--- config.mk ---
export PLATFORM = sky130hd
export DESIGN_NAME = mole_game_ctrl
export DESIGN_NICKNAME = d
export VERILOG_FILES = /design/src/rtl/mole_game_ctrl.sv
export SDC_FILE = /design/constraint.sdc
export NUM_CORES = 1
export LEC_CHECK = 0
export CAP_MARGIN = 25
export CORE_AREA = 2 2 134 136
export DETAILED_ROUTE_END_ITERATION = 10
export DIE_AREA = 0 0 136 138
export GPL_ROUTABILITY_DRIVEN = 1
export PLACE_DENSITY = 0.65
export SKIP_LAST_GASP = 1
export SYNTH_ARGS = -nofsm -noshare
export SYNTH_HDL_FRONTEND = slang
export SYNTH_SLANG_ARGS = --single-unit
--- constraint.sdc ---
create_clock -name clk -period 3 [get_ports clk]
set_clock_uncertainty 0.05 [all_clocks]
set_input_delay 0.9 -clock clk [delete_from_list [all_inputs] [get_ports clk]]
set_output_delay 0.9 -clock clk [all_outputs]
set_load 0.05 [all_outputs]
--- src/rtl/mole_game_ctrl.sv ---
// Whack-a-mole game sequencer: attract, countdown, play and game-over phases.
// Define MOLE_SPEEDUP_EN to shorten the round period after every mole tick.
module mole_game_ctrl #(
  parameter int unsigned INIT_PERIOD     = 100000000,
  parameter int unsigned MIN_PERIOD      = 25000000,
  parameter int unsigned PERIOD_STEP     = 2500000,
  parameter int unsigned ROUNDS          = 30,
  parameter int unsigned IDLE_PERIOD     = 5000000,
  parameter int unsigned CD_PERIOD       = 100000000,
  parameter int unsigned GAMEOVER_CYCLES = 500000000
) (
  input  logic        clk,
  input  logic        rst,
  input  logic        start_btn,
  input  logic [23:0] score_in,
  output logic        game_rst,
  output logic        mole_tick,
  output logic [27:0] round_count,
  output logic [3:0]  idle_step,
  output logic [1:0]  cd_digit,
  output logic [7:0]  round_num,
  output logic [1:0]  state,
  output logic [23:0] final_score,
  output logic [23:0] high_score
);

  typedef enum logic [1:0] {
    ATTRACT   = 2'd0,
    COUNTDOWN = 2'd1,
    PLAY      = 2'd2,
    GAMEOVER  = 2'd3
  } phase_t;

`ifdef MOLE_SPEEDUP_EN
  localparam bit SPEEDUP = 1'b1;
`else
  localparam bit SPEEDUP = 1'b0;
`endif

  localparam logic [27:0] P_INIT    = 28'(INIT_PERIOD);
  localparam logic [27:0] P_MIN     = 28'(MIN_PERIOD);
  localparam logic [27:0] P_STEP    = 28'(PERIOD_STEP);
  localparam logic [7:0]  N_RND     = 8'(ROUNDS);
  localparam logic [31:0] IDLE_LAST = 32'(IDLE_PERIOD - 1);
  localparam logic [31:0] CD_LAST   = 32'(CD_PERIOD - 1);
  localparam logic [31:0] GO_LAST   = 32'(GAMEOVER_CYCLES - 1);

  phase_t      cur;
  phase_t      nxt;
  logic [31:0] tmr;
  logic [31:0] tmr_nx;
  logic [27:0] period;
  logic [27:0] period_nx;
  logic [27:0] shrunk;
  logic [27:0] rc_nx;
  logic [3:0]  idle_nx;
  logic [1:0]  cd_nx;
  logic [7:0]  rn_nx;
  logic [23:0] fs_nx;
  logic [23:0] hs_nx;
  logic        tick_nx;
  logic        grst_nx;
  logic        first;
  logic        first_nx;
  logic        start_q;
  logic        rise;

  assign rise  = start_btn & ~start_q;
  assign state = cur;

  // Saturating period decrement; without speedup the period never moves.
  always_comb begin
    shrunk = period;
    if (SPEEDUP) begin
      if (period >= P_MIN + P_STEP)
        shrunk = period - P_STEP;
      else
        shrunk = P_MIN;
    end
  end

  always_ff @(posedge clk) begin
    if (rst) begin
      cur         <= ATTRACT;
      tmr         <= '0;
      period      <= P_INIT;
      round_count <= '0;
      idle_step   <= '0;
      cd_digit    <= '0;
      round_num   <= '0;
      mole_tick   <= 1'b0;
      game_rst    <= 1'b1;
      final_score <= '0;
      high_score  <= '0;
      first       <= 1'b0;
      start_q     <= 1'b0;
    end else begin
      cur         <= nxt;
      tmr         <= tmr_nx;
      period      <= period_nx;
      round_count <= rc_nx;
      idle_step   <= idle_nx;
      cd_digit    <= cd_nx;
      round_num   <= rn_nx;
      mole_tick   <= tick_nx;
      game_rst    <= grst_nx;
      final_score <= fs_nx;
      high_score  <= hs_nx;
      first       <= first_nx;
      start_q     <= start_btn;
    end
  end

  always_comb begin
    nxt       = cur;
    tmr_nx    = tmr;
    period_nx = period;
    rc_nx     = round_count;
    idle_nx   = idle_step;
    cd_nx     = cd_digit;
    rn_nx     = round_num;
    fs_nx     = final_score;
    hs_nx     = high_score;
    tick_nx   = 1'b0;
    first_nx  = 1'b0;
    unique case (cur)
      ATTRACT: begin
        if (rise) begin
          nxt    = COUNTDOWN;
          cd_nx  = 2'd3;
          tmr_nx = '0;
        end else if (tmr == IDLE_LAST) begin
          tmr_nx  = '0;
          idle_nx = (idle_step == 4'd9) ? 4'd0 : idle_step + 4'd1;
        end else begin
          tmr_nx = tmr + 32'd1;
        end
      end
      COUNTDOWN: begin
        if (tmr == CD_LAST) begin
          tmr_nx = '0;
          if (cd_digit == 2'd1) begin
            nxt       = PLAY;
            cd_nx     = 2'd0;
            rc_nx     = '0;
            rn_nx     = '0;
            period_nx = P_INIT;
          end else begin
            cd_nx = cd_digit - 2'd1;
          end
        end else begin
          tmr_nx = tmr + 32'd1;
        end
      end
      PLAY: begin
        if (round_count == period - 28'd1) begin
          tick_nx   = 1'b1;
          rc_nx     = '0;
          rn_nx     = round_num + 8'd1;
          period_nx = shrunk;
          if (round_num + 8'd1 == N_RND) begin
            nxt      = GAMEOVER;
            tmr_nx   = '0;
            first_nx = 1'b1;
          end
        end else begin
          rc_nx = round_count + 28'd1;
        end
      end
      GAMEOVER: begin
        if (first) begin
          fs_nx = score_in;
          if (score_in > high_score)
            hs_nx = score_in;
        end
        // A restart press beats the display timeout.
        if (!first && rise) begin
          nxt    = COUNTDOWN;
          cd_nx  = 2'd3;
          tmr_nx = '0;
        end else if (tmr == GO_LAST) begin
          nxt     = ATTRACT;
          idle_nx = '0;
          tmr_nx  = '0;
        end else begin
          tmr_nx = tmr + 32'd1;
        end
      end
    endcase
    grst_nx = ~((cur == PLAY) | (nxt == PLAY));
  end

endmodule

==> results of run 1 <==
-- Yosys cell counts (16+ instances only) --
library cell	instances	area share [%]
a21oi_1	62	4.6
and3_1	16	1.5
dfxtp_1	128	38
nand4_1	16	1.5
inv_1	30	1.7
nand2b_1	55	5.0
o21ai_0	25	1.8
nand2_1	83	4.6
mux2i_1	28	4.1
nand3_1	23	1.7
xor2_1	30	3.9
clkbuf_1	22	1.2
ha_1	31	5.7
nor2_1	71	3.9
-- placed cells by master, fill, tap and decap left out, drive strengths merged, types with 9 or more instances in the layout --
cell type / Yosys / final
inv: 30 / 30
nand2: 83 / 83
clkbuf: 22 / 23
mux2i: 28 / 28
a21oi: 62 / 62
nand2b: 55 / 55
buf: 18 / 45
xor2: 30 / 30
clkdlybuf4s50: 0 / 116
o211ai: 13 / 13
and4: 9 / 9
nor4: 12 / 12
o2111ai: 12 / 12
nand4: 17 / 17
dfxtp: 128 / 128
ha: 31 / 31
xnor2: 13 / 13
and3: 16 / 16
nand3: 25 / 25
nor2: 73 / 73
or3: 13 / 13
o21ai: 33 / 33
-- power breakdown --
group | leakage, nW | internal, mW | switching, mW
sequential | 1.03 | 1.71 | 0.00825
combinational | 1.78 | 0.109 | 0.118
clock | 0.258 | 1.10 | 0.730
-- repair_timing --
item,CTS,global route
buffers inserted,0,2
gates resized for setup,0,12
endpoints found under the setup margin,0,24
-- worst register-to-register path: stages, from the launching register on --
cell	delay (ns)
dfxtp_1	0.36
ha_1	0.28
nor4bb_1	0.28
o211ai_1	0.22
a2111oi_4	0.39
buf_4	0.25
o21ai_2	0.09
or4_1	0.49
a21oi_1	0.15
-- cells by family after synthesis --
| kind of cell | count (synthesis) | synth area share (%) |
|---|---|---|
| xor+xnor | 43 | 5.52 |
| simple gates | 345 | 27.7 |
| fa+ha+maj | 31 | 5.69 |
| mux | 28 | 4.11 |
| compound gates | 156 | 15.0 |
| buf+inv | 70 | 4.37 |
| flops | 128 | 37.6 |
-- metrics by stage --
step | setup TNS [ns] | cells
after floorplan | 0 | 801
after global placement | -7.74 | 1152
after detailed placement | -7.73 | 1152
after CTS | 0 | 1182
after global routing | -0.515 | 1184
final | 0 | 1184
-- state kept, by name (all words and copies together) (netlist names), 2 cells and up --
register / count
tmr: 32
round_count: 28
final_score: 24
high_score: 24
round_num: 8
idle_step: 4
cd_digit: 2
state: 2
-- per-layer routing --
metal	track usage (%)	wire, um	vias to the layer above
li1	-	-	3127
met1	25.5	8360	2882
met2	29.8	7990	178
met3	4.99	1120	31
met4	7.13	449	0
met5	0	0	-
-- worst max-delay path by stage --
stage	from	cells after the start	end	slack (ns)
after CTS	score_in[23]	9	high_score[14]	0.05
after floorplan	score_in[21]	7	high_score[10]	0.09
after global routing	score_in[16]	10	high_score[20]	-0.05
after detailed placement	score_in[23]	9	high_score[14]	-0.35
final	score_in[13]	10	high_score[18]	0.04
after global placement	score_in[21]	9	high_score[17]	-0.34
-- layout make-up --
type | count | share of cell area (%)
multi-input cells | 603 | 44.3
clock inverters | 7 | 0.414
repair buffers | 164 | 17.3
flip-flops and latches | 128 | 28.2
inverters | 30 | 1.24
clock buffers | 23 | 5.27
well taps | 229 | 3.16
==> metrics.md, run 1 <==
| Metric | Value |
|---|---|
| DR WL/cell | 15.1 um |
| Number of synthesized flops with an enable pin | 0 |
| Distinct cell type count after synthesis | 71 |
| CP max stage delay | 0.46 ns |
| CP top delay family | buffers and inverters |
| Final setup fails | 0 |
| Max-slew headroom | 51.0% |
| Initial antenna violation count | 0 |
| Syn nets | 859 |
| GRT overflow | 0 |
| Detailed placer's ending HPWL | 12,500 um |
| RR Endpoint | tmr[25] |
| Crit path DAT | 3.26 ns |
| Cell area after layout | 9080 sq um |
| CTS tree | yes |
| Worst-path cell chain | clkdlybuf4s50_1 > ha_1 > nand2_1 > nor4_2 > buf_4 > o311ai_1 > a311oi_4 > buf_6 > buf_6 > mux2i_1 |
| Hold_sp | final_score[5] |
| Max Slew Vio Count | 0 |
| R2R setup slack | 0.38 ns |
| Power Density | 416 nW/um^2 |
| Hold Crit Depth | 2 |
| Final worst slack | 0.0414 ns |
| Fillers | 1,708 |
| Drt via density | 5.25 |
| Worst R2R Path Depth | 8 |
| Post-Place Setup Slack | -0.346 ns |
| Post-route DRC | 0 |
| Fin. Hold Viols | 0 |
| Via count | 6,218 |
| Reg clk slew, reported paths | 0.05 ns |
| CTS HTree Levels | 4 |
| Post-synth top flop | dfxtp_1 |
| Die X | 136 um |
| Final Cycle Share | 98.6% |
| Synthesized area | 6820 sq um |
| Synth-to-Final Area Change | 33.1% |
| Worst setup SP type | input pin |
| Synth async-reset ratio | 0% |
| Slew @ Worst Pin | 0.729 ns |
| Multi-input gate area | 4030 sq um |
| Placed Area | 8470 sq um |
| CP most frequent cell | buf_6 |
| Starting density of the core | 38.9% |
| Overall track demand over capacity in global routing | 19.2% |
| Type of the worst setup path | in2reg |
| Largest net degree at the start of global routing | 86 |
| Share of cells above drive strength 1 | 10.3% |
| Worst-skew pair later-pin latency | 0.42 ns |
| Die area | 18,800 sq um |
| Total core area | 17,500 sq um |
| First-pass GRT wire length | 29,000 um |
| Number of diodes | 0 |
| Critical path peak fanout | 7 |
| Row count | 49 |
| Hold Path Class | reg2reg |
| Max clock buf depth | 2 |
| Leak pwr | 3.07 nW |
| Post-layout net count | 1,002 |
| Seq. cell area | 2560 sq um |
| Routed Antenna Nets | 0 |
| Vias in the first global route | 5,720 |
| Maxcap violations | 0 |
| Core Util, Final | 51.8% |
| Inserted Clock Buffers | 17 |
| Worst vdd ir | 389 uV |
| Worst Hold Endpoint | final_score[5] |
| Routability cong. | 0.845 |
| Drt total wl | 17,900 um |
| Worst hold slack | 0.401 ns |
| Max Fclk | 338 MHz |
| Clk root buf | clkbuf_16 |
| Outcome | finished clean |
| Sequential element share of the synthesized area | 37.6% |
| Clock sinks | 128 |
| Seq cells post-synth | 128 |
| IO Port Bufs | 120 |
| Hold Buf Count CTS | 0 |
| CP required | 3.30 ns |
| Number of I/O pins | 121 |
| Pwr Total | 3.77 mW |
| 1st-pass router iterations | 5 |
| Die Ht | 138 um |
| WP buf/inv | 4 |
| DR iter-0 viols | 397 |
| Syn_area_per_cell | 8.51 sq um |
| Crit path capture type | register |
| Slowest cell on the critical path | clkdlybuf4s50_1 |
| Yosys synthesis warning count | 0 |
| Min Tclk post-route | 2.96 ns |
| Post-Syn Instances | 801 |
| FF-to-FF Start | round_num[0] |
Power figures use the tool's default switching activity.
==> inputs of run 2 (changes only) <==
clock period = 2.4 ns   (was 3 ns; I/O delays follow)
==> run 2 against run 1 <==
Compared with the run above: the flow now finishes with violations (negative setup slack); hold slack better by 0.00061 ns; global-route usage is 1.4 points higher; wire length is 9.7% higher; worst setup slack worse by 0.16 ns; final cell count is 6.1% higher; combinational power is 41% higher; clock-buffer cell count stayed put; first-iteration DRC count is 11% lower; non-clock buffer count is 73 higher; critical endpoint is now tmr[4].
==> metrics.md, run 2 (synthesis gave the netlist of run 1 again) <==
| Metric | Value |
|---|---|
| Number of diodes | 0 |
| Failing checks | negative setup slack |
| Type of the worst setup path | reg2reg |
| Hold Path Class | reg2reg |
| Overall track demand over capacity in global routing | 20.6% |
| RR Endpoint | tmr[4] |
| Met2 WL post-DR | 9170 um |
| Detailed placer's ending HPWL | 13,400 um |
| FF-to-FF Start | round_num[0] |
| Crit path capture type | register |
| CTS tree | yes |
| IO Port Bufs | 120 |
| Pwr Total | 5.20 mW |
| Initial antenna violation count | 0 |
| Post-route DRC | 0 |
| Worst setup SP type | register |
| DR WL/cell | 15.7 um |
| Clock sinks | 128 |
| Cell Count Post-Placement | 1,207 |
| Reg clk slew, reported paths | 0.05 ns |
| Power Density | 514 nW/um^2 |
| Drt via density | 5.23 |
| Starting density of the core | 38.9% |
| Highest metal used | met4 |
| Worst hold slack | 0.402 ns |
| Fillers | 1,563 |
| Routability cong. | 0.866 |
| 1st-pass router iterations | 4 |
| Die area | 18,800 sq um |
| GRT overflow | 0 |
| Fin. Hold Viols | 0 |
| Max Slew Vio Count | 0 |
| WP buf/inv | 3 |
| RSZ-0062 raised after global routing | yes |
| CP most frequent cell | clkbuf_16 |
| Hold Crit Depth | 2 |
| Non-Filler Instances | 1,256 |
| Synth-to-Final Area Change | 48.5% |
| Most frequent cells in the layout | 111 x buf_4, 98 x dfxtp_1, 81 x nand2_1 |
| Clk root buf | clkbuf_16 |
| Crit path DAT | 2.78 ns |
| CP required | 2.66 ns |
| Largest net degree at the start of global routing | 80 |
| Drt total wl | 19,700 um |
| Die X | 136 um |
| Row count | 49 |
| Post-Place Setup Slack | -0.800 ns |
| Leak pwr | 4.07 nW |
| First-pass GRT wire length | 31,500 um |
| Worst R2R Path Depth | 10 |
| Slowest cell on the critical path | a2111oi_4 |
| Min Tclk post-route | 2.51 ns |
| Max-slew headroom | 51.5% |
| Worst vdd ir | 493 uV |
| Final setup fails | 37 |
| Slew @ Worst Pin | 0.727 ns |
| Metal3 WL | 1120 um |
| Hold_sp | final_score[17] |
| DR iter-0 viols | 352 |
| Routed Antenna Nets | 0 |
| Post-layout net count | 1,075 |
| Critical path peak fanout | 11 |
| Max clock buf depth | 2 |
| Total core area | 17,500 sq um |
| Multi-input gate area | 4310 sq um |
| Vias in the first global route | 6,274 |
| Share of cells above drive strength 1 | 24.3% |
| Number of I/O pins | 121 |
| Max Fclk | 398 MHz |
| Inserted Clock Buffers | 17 |
| Commonest non-fill, non-tap cell in the layout | buf_4 |
| Worst-skew pair later-pin latency | 0.43 ns |
| Biggest register | tmr |
| CP max stage delay | 0.43 ns |
| Worst-path cell chain | ha_4 > nor4bb_4 > o211ai_1 > a2111oi_4 > clkbuf_16 > buf_8 > nand2b_4 > a31o_4 > clkbuf_16 > nor2_1 |
| Worst Hold Endpoint | final_score[17] |
| Outcome | complete, but fails checks |
| Final worst slack | -0.115 ns |
| Maxcap violations | 0 |
| R2R setup slack | -0.11 ns |
| Met1 wire length | 9070 um |
| CP top delay family | compound AO/OA/AOI/OAI gates |
| Biggest registers after layout | tmr (32), round_count (28) |
| Via count | 6,568 |
| Die Ht | 138 um |
| Final Cycle Share | 105% |
| Max FFs per register | 32 |
| Seq. cell area | 2610 sq um |
| CTS HTree Levels | 4 |
run 2: cell types whose count changed in the layout (fill, tap and decap cells not counted), sizes merged, moves of 4 or more:
cell,delta
buf,+86
bufinv,+4
clkdlybuf4s50,-74
clkinv,-4
dlygate4sd2,+43
dlymetal6s2s,+16
run 2: what timing repair did:
item	4_1_cts	5_1_grt
hold buffers	0	0
buffers inserted	5	17
gates resized for setup	83	88
pin swaps	22	28
setup endpoints to repair	89	95
gates cloned	0	1
run 2: worst max path at each step:
stage,startpoint,end,slack [ns],depth (start not counted)
6_report,round_num[0],tmr[4],-0.11,10
5_1_grt,round_num[0],tmr[4],-0.17,10
3_3_place_gp,score_in[19],high_score[18],-0.76,8
2_1_floorplan,score_in[17],high_score[16],-0.24,7
4_1_cts,round_num[1],tmr[25],-0.11,9
3_5_place_dp,score_in[19],high_score[14],-0.80,8
run 2: final cells by class:
| type | count | share of cell area [%] |
|---|---|---|
| multi-input cells | 603 | 42.6 |
| flip-flops and latches | 128 | 25.8 |
| repair buffers | 237 | 21.5 |
| clock buffers | 23 | 4.82 |
| well taps | 229 | 2.83 |
| clock inverters | 6 | 1.29 |
| inverters | 30 | 1.11 |
run 2: per-stage QoR:
stage / utilization [%] / setup TNS (ns) / cell area (sq um)
6_report: 57.7 / -2.96 / 10100
5_1_grt: 57.7 / -6.93 / 10100
3_3_place_gp: 51.4 / -21.08 / 9010
3_5_place_dp: 51.4 / -22.13 / 9010
2_1_floorplan: - / -4.70 / 6930
4_1_cts: 55.3 / -0.495 / 9690
run 2: power by group:
| part | total (mW) | switching (mW) | leakage (nW) | internal [mW] |
|---|---|---|---|---|
| registers | 2.14 | 0.00951 | 1.05 | 2.13 |
| logic | 0.321 | 0.166 | 2.71 | 0.155 |
| clock network | 2.74 | 0.917 | 0.305 | 1.83 |
| total | 5.20 | 1.09 | 4.07 | 4.11 |
run 2: worst reg2reg max path: cells and delay by family (launching register included):
| kind | cells | cell delay (ns) |
|---|---|---|
| buffers and inverters | 3 | 0.54 |
| AO/OA/AOI/OAI | 3 | 0.85 |
| flip-flops | 1 | 0.36 |
| AND/OR/NAND/NOR | 3 | 0.44 |
| adder cells (fa/ha/maj) | 1 | 0.17 |
run 2: per-layer routing:
metal  track usage (%)  vias to the layer above
met4              6.47                        0
met5                 0                        -
met1              27.6                     3090
li1                  -                     3274
met3              4.88                       24
met2              32.7                      180
==> inputs of run 3 (changes only) <==
SKIP_LAST_GASP = not set   (was 1)
==> run 3 against run 2 <==
Compared with the run above: the flow still finishes with violations (negative setup slack); power down 0.13%; combinational power hardly changed; final cell count unchanged; critical path depth unchanged; clock-buffer cell count stayed put; largest power group unchanged.
==> metrics.md, run 3 (synthesis gave the netlist of run 1 again) <==
| Metric | Value |
|---|---|
| Max FFs per register | 32 |
| Crit path DAT | 2.78 ns |
| Final worst slack | -0.118 ns |
| Overall track demand over capacity in global routing | 20.6% |
| Hold Path Class | reg2reg |
| Crit path capture type | register |
| Final setup fails | 33 |
| Maxcap violations | 0 |
| Drt total wl | 19,600 um |
| Synth-to-Final Area Change | 48.7% |
| DR iter-0 viols | 312 |
| Non-Filler Instances | 1,256 |
| Commonest non-fill, non-tap cell in the layout | buf_4 |
| Inserted Clock Buffers | 17 |
| GRT overflow | 0 |
| CTS HTree Levels | 4 |
| Placed Area | 9010 sq um |
| DR WL/cell | 15.6 um |
| Via count | 6,539 |
| Biggest register | tmr |
| 1st-pass router iterations | 4 |
| Post-Place Setup Slack | -0.800 ns |
| Clk root buf | clkbuf_16 |
| Biggest registers after layout | tmr (32), round_count (28) |
| Type of the worst setup path | reg2reg |
| Outcome | complete, but fails checks |
| Initial antenna violation count | 0 |
| Most frequent cells in the layout | 112 x buf_4, 98 x dfxtp_1, 81 x nand2_1 |
| Cell area after layout | 10,100 sq um |
| Worst setup SP type | register |
| RSZ-0062 raised after global routing | yes |
| Max Slew Vio Count | 0 |
| Worst vdd ir | 486 uV |
| Row count | 49 |
| Drt via density | 5.21 |
| Post-layout net count | 1,075 |
| Total core area | 17,500 sq um |
| Max-slew headroom | 53.1% |
| Routability cong. | 0.866 |
| R2R setup slack | -0.12 ns |
| Failing checks | negative setup slack |
| Routed Antenna Nets | 0 |
| Die Ht | 138 um |
| CP required | 2.66 ns |
| Max clock buf depth | 2 |
| Reg clk slew, reported paths | 0.05 ns |
| Worst-skew pair later-pin latency | 0.42 ns |
| Share of cells above drive strength 1 | 24.5% |
| Pwr Total | 5.20 mW |
| Min Tclk post-route | 2.52 ns |
| Max Fclk | 397 MHz |
| IO Port Bufs | 120 |
| Die X | 136 um |
| Number of diodes | 0 |
| Largest net degree at the start of global routing | 80 |
| Core Util, Final | 57.8% |
| Starting density of the core | 38.9% |
| Vias in the first global route | 6,276 |
| Slew @ Worst Pin | 0.702 ns |
| Power Density | 513 nW/um^2 |
| First-pass GRT wire length | 31,500 um |
| Cell Count Post-Placement | 1,207 |
| Final Cycle Share | 105% |
| Post-route DRC | 0 |
| Detailed placer's ending HPWL | 13,400 um |
| Critical path peak fanout | 11 |
| Die area | 18,800 sq um |
| Fin. Hold Viols | 0 |
| CTS tree | yes |
| Clock sinks | 128 |
| Number of I/O pins | 121 |
| Leak pwr | 4.16 nW |
==> run 3: cell count changes in the layout (fill, tap and decap cells not counted) <==
cell / delta
buf_4: +1
dlymetal6s2s_1: +5
a21oi_2: +1
clkdlybuf4s50_1: -6
a21oi_1: -1
==> run 3: where the power goes <==
group | internal [mW] | total (mW) | switching [mW]
combinational | 0.155 | 0.320 | 0.166
clock | 1.83 | 2.74 | 0.910
sequential | 2.13 | 2.14 | 0.00946
total | 4.11 | 5.20 | 1.08
==> run 3: what timing repair did <==
action / 4_1_cts / 5_1_grt
hold buffers: 0 / 0
setup buffers: 5 / 17
pin swaps: 22 / 28
setup endpoints to repair: 89 / 95
gates cloned: 0 / 1
gates resized for setup: 84 / 94
==> run 3: area by class of cell <==
class	count	area [sq um]
Sequential cell	128	2610
Clock inverter	6	130
Timing Repair Buffer	237	2190
Clock buffer	23	488
Multi-Input combinational cell	603	4320
Fill cell	1567	7400
Tap cell	229	287
Inverter	30	113
==> run 3: stage by stage <==
stage | TNS [ns] | hold WS, ns
after global routing | -6.31 | 0.427
after global placement | -21.08 | 0.392
after detailed placement | -22.13 | 0.397
after CTS | -0.241 | 0.404
final | -2.90 | 0.402
after floorplan | -4.70 | 0.410
==> run 3: critical path, cell delays in order, from the launching register on <==
cell and delay [ns]:
dfxtp_4 0.36, ha_4 0.17, nor4bb_4 0.26, o211ai_1 0.21
a2111oi_4 0.43, clkbuf_16 0.23, buf_8 0.12, nand2b_4 0.13
a31o_4 0.21, clkbuf_16 0.18, nor2_1 0.05
==> run 3: path summary, 6_finish.rpt <==
kind / to / startpoint / depth (start not counted)
min reg2reg: final_score[17] / final_score[17] / 2
max: tmr[4] / round_num[0] / 10
max reg2reg: tmr[4] / round_num[0] / 10
min: final_score[17] / final_score[17] / 2
==> run 3: per-layer routing <==
layer / vias to the layer above / GRT usage [%] / share of wire, %
li1: 3278 / - / -
met1: 3056 / 27.6 / 46
met2: 179 / 32.7 / 47
met3: 26 / 4.88 / 5.6
met4: 0 / 6.47 / 1.6
met5: - / 0 / 0
